[config.mk]
export PLATFORM = sky130hd
export DESIGN_NAME = apb_req_master
export DESIGN_NICKNAME = d
export VERILOG_FILES = /design/src/rtl/apb_req_master.sv
export SDC_FILE = /design/constraint.sdc
export NUM_CORES = 1
export LEC_CHECK = 0
export CORE_MARGIN = 2
export CORE_UTILIZATION = 38
export CTS_BUF_LIST = sky130_fd_sc_hd__clkbuf_2 sky130_fd_sc_hd__clkbuf_4 sky130_fd_sc_hd__clkbuf_8
export DETAILED_ROUTE_END_ITERATION = 12
export PLACE_DENSITY_LB_ADDON = 0.1
export SYNTH_ARGS = -nofsm -noshare
export SYNTH_HDL_FRONTEND = slang
export SYNTH_SLANG_ARGS = --single-unit
[constraint.sdc]
create_clock -name pclk -period 2 [get_ports pclk]
set_clock_uncertainty 0.05 [all_clocks]
set_input_delay 0.4 -clock pclk [delete_from_list [all_inputs] [get_ports pclk]]
set_output_delay 0.4 -clock pclk [all_outputs]
set_load 0.05 [all_outputs]
[src/rtl/apb_req_master.sv]
// apb_req_master: single-outstanding APB master.
// Converts a valid/ready request stream into APB SETUP/ACCESS transfers and
// returns read data plus error status on a valid/ready response stream.
// A programmable access timeout guarantees forward progress.
//
// Ports:
//   pclk, preset                 clock, synchronous active-high reset
//   req_valid/req_ready          request handshake
//   req_write/addr/wdata/sel     request payload (sel is a slave index)
//   rsp_valid/rsp_ready          response handshake
//   rsp_rdata/err/timeout        response payload
//   paddr/pwrite/pwdata/psel/penable   APB master outputs
//   prdata/pready/pslverr              APB slave returns
module apb_req_master #(
  parameter int unsigned NUM_SLAVES = 16,
  parameter int unsigned TIMEOUT    = 256
) (
  input  logic                  pclk,
  input  logic                  preset,
  input  logic                  req_valid,
  output logic                  req_ready,
  input  logic                  req_write,
  input  logic [31:0]           req_addr,
  input  logic [31:0]           req_wdata,
  input  logic [3:0]            req_sel,
  output logic                  rsp_valid,
  input  logic                  rsp_ready,
  output logic [31:0]           rsp_rdata,
  output logic                  rsp_err,
  output logic                  rsp_timeout,
  output logic [31:0]           paddr,
  output logic                  pwrite,
  output logic [31:0]           pwdata,
  output logic [NUM_SLAVES-1:0] psel,
  output logic                  penable,
  input  logic [31:0]           prdata,
  input  logic                  pready,
  input  logic                  pslverr
);

  // A disabled timeout still keeps a 1-bit counter so no zero-width vector exists.
  localparam int unsigned CW = (TIMEOUT > 0) ? $clog2(TIMEOUT + 1) : 1;

  typedef enum logic [1:0] {
    IDLE   = 2'd0,
    SETUP  = 2'd1,
    ACCESS = 2'd2,
    RESP   = 2'd3
  } state_t;

  state_t                state_q, state_d;
  logic [CW-1:0]         cnt_q, cnt_d;
  logic                  req_ready_d;
  logic                  rsp_valid_d;
  logic [NUM_SLAVES-1:0] psel_d;
  logic                  penable_d;
  logic [31:0]           paddr_d;
  logic                  pwrite_d;
  logic [31:0]           pwdata_d;
  logic [31:0]           rsp_rdata_d;
  logic                  rsp_err_d;
  logic                  rsp_timeout_d;
  logic                  sel_ok;
  logic [NUM_SLAVES-1:0] sel_onehot;

  // Slave index decode; out-of-range indices produce a decode error.
  always_comb begin
    sel_ok = (32'(req_sel) < NUM_SLAVES);
    for (int unsigned i = 0; i < NUM_SLAVES; i++) begin
      sel_onehot[i] = (32'(req_sel) == i);
    end
  end

  // State and registered outputs.
  always_ff @(posedge pclk) begin
    if (preset) begin
      state_q     <= IDLE;
      cnt_q       <= '0;
      req_ready   <= 1'b0;
      rsp_valid   <= 1'b0;
      psel        <= '0;
      penable     <= 1'b0;
      paddr       <= '0;
      pwrite      <= 1'b0;
      pwdata      <= '0;
      rsp_rdata   <= '0;
      rsp_err     <= 1'b0;
      rsp_timeout <= 1'b0;
    end else begin
      state_q     <= state_d;
      cnt_q       <= cnt_d;
      req_ready   <= req_ready_d;
      rsp_valid   <= rsp_valid_d;
      psel        <= psel_d;
      penable     <= penable_d;
      paddr       <= paddr_d;
      pwrite      <= pwrite_d;
      pwdata      <= pwdata_d;
      rsp_rdata   <= rsp_rdata_d;
      rsp_err     <= rsp_err_d;
      rsp_timeout <= rsp_timeout_d;
    end
  end

  // Next-state and next-output logic.
  always_comb begin
    state_d       = state_q;
    cnt_d         = cnt_q;
    psel_d        = '0;
    paddr_d       = paddr;
    pwrite_d      = pwrite;
    pwdata_d      = pwdata;
    rsp_rdata_d   = rsp_rdata;
    rsp_err_d     = rsp_err;
    rsp_timeout_d = rsp_timeout;

    case (state_q)
      IDLE: begin
        // req_ready is registered; it is also 0 in the first cycle after reset.
        if (req_valid && req_ready) begin
          if (sel_ok) begin
            state_d  = SETUP;
            psel_d   = sel_onehot;
            paddr_d  = req_addr;
            pwrite_d = req_write;
            pwdata_d = req_wdata;
            cnt_d    = '0;
          end else begin
            state_d       = RESP;
            rsp_rdata_d   = '0;
            rsp_err_d     = 1'b1;
            rsp_timeout_d = 1'b0;
          end
        end
      end
      SETUP: begin
        state_d = ACCESS;
        psel_d  = psel;
      end
      ACCESS: begin
        if (pready) begin
          state_d       = RESP;
          rsp_rdata_d   = pwrite ? 32'd0 : prdata;
          rsp_err_d     = pslverr;
          rsp_timeout_d = 1'b0;
        end else if ((TIMEOUT > 0) && (cnt_q == CW'(TIMEOUT - 1))) begin
          // This is the TIMEOUT-th access cycle without pready.
          state_d       = RESP;
          rsp_rdata_d   = '0;
          rsp_err_d     = 1'b1;
          rsp_timeout_d = 1'b1;
        end else begin
          psel_d = psel;
          cnt_d  = cnt_q + CW'(1);
        end
      end
      RESP: begin
        if (rsp_ready) begin
          state_d = IDLE;
        end
      end
      default: state_d = IDLE;
    endcase

    req_ready_d = (state_d == IDLE);
    rsp_valid_d = (state_d == RESP);
    penable_d   = (state_d == ACCESS);
  end

endmodule

==> metrics.md, run 1 <==
| Metric | Value |
|---|---|
| Result of the run | finished with violations |
| Violated checks | setup timing |
| Maximum number of pins on one net before global-route repair | 41 |
| Non-filler cells, final | 974 |
| Number of global-route vias before repair | 4635 |
| Number of placed instances with taps included | 940 |
| Final setup margin | -0.0313 ns |
| Net switching power | 1750 uW |
| Vertical die dimension | 116 um |
| Row Count | 40 |
| Total vias in the final route | 4707 |
| Final Max Tran Viols | 0 |
| Max FO, Critical Path | 5 |
| GR Util met3 | 0.0915 |
| Effective utilization at floorplan | 0.392 |
| Leading cell type in the layout, fill and taps excluded | nand2_1 |
| Worst Hold Class | in -> reg |
| Worst voltage drop across the vdd grid | 0.556 mV |
| Netlist Area Pre-Place | 4730 um^2 |
| Std-Cell Core Area | 12100 um^2 |
| Remaining global-route overflow | 0 |
| WP data required | around 2.3 ns |
| Async S/R FF share, synth | 0 |
| Routed wire length per instance | 13.9 um |
| I/O Pins | 225 |
| Proportion of layout cells with a drive suffix above 1 | 0.123 |
| Main synth FF type | dfxtp_1 |
| Combinational Power Share | 0.186 |
| Portion of total power attributed to the clock network | 0.369 |
| H-tree depth | 4 |
| Max Root-Sink Buffers | 2 |
| Part of the Yosys area used for sequential elements | 0.546 |
| DR vias/cell | 4.83 |
| Avg Cell Area, Syn | 8.45 um^2 |
| Number of antenna violations at the first check in global routing | 0 |
| Routing layer with the top usage in global route | met2 |
| Sum of negative setup slack | -0.218 ns |
| Core Util, Final | 0.630 |
| Cell internal pwr | roughly 4400 uW |
| Clock transition at the registers of the reported paths | 0.07 ns |
| Number of enable flip-flop cells after synthesis | 0 |
| Clk root buf | clkbuf_8 |
| Routability Congestion | 0.753 |
| Port buffer count | 224 |
| Area Growth Syn to Fin | 60.5% |
| Filler cell count | 1090 |
| Die area | around 13000 um^2 |
| Number of maximum-capacitance violations | 0 |
| Number of buffers added by the clock tree synthesis step | 17 |
| Number of nets in the layout | approximately 900 |
| Fraction of met1 tracks used by global routing | 0.219 |
| Commonest cells after routing, fill and taps aside | nand2_1, dfxtp_1, clkdlybuf4s50_1, dlygate4sd2_1, a21oi_1 |
| Wire length of the first global-routing pass | 21400 um |
| Clock latency on the worst-skew pair | roughly 0.44 ns |
| Final hold violation count | 0 |
| Remaining DRCs | 0 |
| Hold-fix buffers at CTS | 0 |
| Type of element capturing the critical path | flop |
| Sequential Power Share | 0.444 |
| Length of the first detailed-routing pass in iterations | 4 |
| Number of sinks driven by the clock tree | between 100 and 150 |
| CP arrival | 2.31 ns |
| Count of antenna-violating nets left after detailed routing | 0 |
| Leakage Power | 0.00321 uW |
| Worst Setup Slack post-DPL | -0.0843 ns |
| RSZ-0062 raised after global routing | yes |
| Syn nets | between 600 and 700 |
| Synth warn | 0 |
| Clock tree from TritonCTS | yes |
| Iteration-0 DRC count of the detailed router | around 310 |
| Total inserted antenna cells | 0 |
| Switching part of the total | 0.285 |
| Total track usage | 0.204 |
| Part of the cycle the worst path needs | 1.02 |
| Max frequency | between 0.4 and 0.5 GHz |
| Setup violations, final | 15 |
| Kind of start point of the critical path | flop |
| Final WL | 13600 um |
| Post-synthesis register bit count | 129 |
| Post-synthesis cell count | 560 |
| Number of distinct standard cells referenced by the synthesized netlist | 40 |
| WHS | 0.330 ns |
| Slew Limit Headroom | 0.641 |
| Placed wire-length estimate | 9700 um |
| Slew at the pin closest to its max-slew limit | 0.539 ns |
| Critical path class | reg -> reg |
| Horizontal extent of the die | approximately 120 um |
| Ratio of total power to cell area | 808 nW/um^2 |
| Min Tclk post-route | 2.03 ns |
| Global-route met2 utilization | 0.351 |
flip-flops by register name, indices dropped and copies added, names as in the netlist:
register	cells
cnt_q	9
paddr	32
penable	1
psel	16
pwdata	32
pwrite	1
req_ready	1
rsp_err	1
rsp_rdata	32
rsp_timeout	1
rsp_valid	1
state_q	2
area by class of cell:
type,instances,area [um^2],area share
Sequential cell,129,2580,0.340
Timing Repair Buffer,257,2400,0.316
Multi-Input combinational cell,380,1970,0.259
Clock buffer,20,263,0.0346
Tap cell,168,210,0.0277
Clock inverter,12,140,0.0184
Inverter,8,30.0,0.00395
synthesized netlist by cell type (2+ instances only):
cell type  count  area (um^2)
a22o_1        12          105
clkbuf_1      30          113
inv_1          7         26.3
nor3b_1        2         15.0
nand4_1        3         18.8
or2_0          2         12.5
nor3_1         7         35.0
a21oi_1      104          521
mux2i_1        4         40.0
a32o_1         4         40.0
buf_6          6         67.6
nand2_1      165          619
or3_1          4         25.0
nand3_1       12         60.1
buf_2          5         25.0
ha_1           2         25.0
o21ai_0       33          165
and4bb_2       2         25.0
nor2_1         5         18.8
a211oi_2       2         25.0
a211oi_1       2         15.0
dfxtp_1      129         2580
power by group through the flow:
stage	registers (uW)	clock network (uW)	logic [uW]
2_1_floorplan	3140	0	314
3_3_place_gp	2780	0	1190
3_5_place_dp	2790	0	1210
4_1_cts	2730	2330	1150
5_1_grt	2740	2430	1220
6_report	2730	2270	1140
metal layers:
metal / vias to the layer above / share of wire
li1: 2361 / -
met1: 2186 / 0.40
met2: 137 / 0.50
met3: 23 / 0.080
met4: 0 / 0.021
met5: - / 0
kinds of logic after synthesis:
family          count (synthesis)  share of synthesized area
mux                             5                     0.0108
flops                         129                      0.546
compound gates                162                      0.195
simple gates                  211                      0.191
buf+inv                        51                     0.0521
fa+ha+maj                       2                    0.00529
through the flow:
stage          power [uW]  cell area (um^2)
2_1_floorplan        3450              4760
3_3_place_gp         3980              7290
3_5_place_dp         4000              7290
4_1_cts              6210              7580
5_1_grt              6400              7600
6_report             6140              7600
timing repair:
| item | 4_1_cts | 5_1_grt |
|---|---|---|
| buffers inserted | 2 | 0 |
| pin swaps | 5 | 2 |
| setup endpoints to repair | 127 | 23 |
| gates resized for setup | 107 | 3 |
worst max-delay path, stage by stage (launching register included):
cell,delay [ns]
dfxtp_2,0.34
ha_4,0.16
nand3_2,0.07
nor2_2,0.04
ha_2,0.17
or4b_4,0.56
a211oi_2,0.23
mux2_4,0.32
final timing paths:
check / slack [ns] / end / cells past startpoint / from
max: -0.03 / cnt_q[5]$_SDFFE_PP0P_ / 7 / cnt_q[0]$_SDFFE_PP0P_
min: 0.33 / cnt_q[3]$_SDFFE_PP0P_ / 3 / preset
max reg2reg: -0.03 / cnt_q[5]$_SDFFE_PP0P_ / 7 / cnt_q[0]$_SDFFE_PP0P_
min reg2reg: 0.40 / paddr[25]$_SDFFE_PP0P_ / 2 / paddr[25]$_SDFFE_PP0P_
Power figures use the tool's default switching activity.
==> run 2: changes to the inputs <==
--- a/config.mk
+++ b/config.mk
@@ -5,6 +5,7 @@
 export SDC_FILE = /design/constraint.sdc
 export NUM_CORES = 1
 export LEC_CHECK = 0
+export CAP_MARGIN = 0
 export CORE_MARGIN = 2
 export CORE_UTILIZATION = 38
 export CTS_BUF_LIST = sky130_fd_sc_hd__clkbuf_2 sky130_fd_sc_hd__clkbuf_4 sky130_fd_sc_hd__clkbuf_8
==> results of run 2 <==
Final layout, timing and power as in run 1 (identical DEF).
==> run 3: changes to the inputs <==
--- a/config.mk
+++ b/config.mk
@@ -10,6 +10,7 @@
 export CORE_UTILIZATION = 38
 export CTS_BUF_LIST = sky130_fd_sc_hd__clkbuf_2 sky130_fd_sc_hd__clkbuf_4 sky130_fd_sc_hd__clkbuf_8
 export DETAILED_ROUTE_END_ITERATION = 12
+export HOLD_SLACK_MARGIN = 0.1
 export PLACE_DENSITY_LB_ADDON = 0.1
 export SYNTH_ARGS = -nofsm -noshare
 export SYNTH_HDL_FRONTEND = slang
==> results of run 3 <==
Final layout, timing and power as in run 1 (identical DEF).
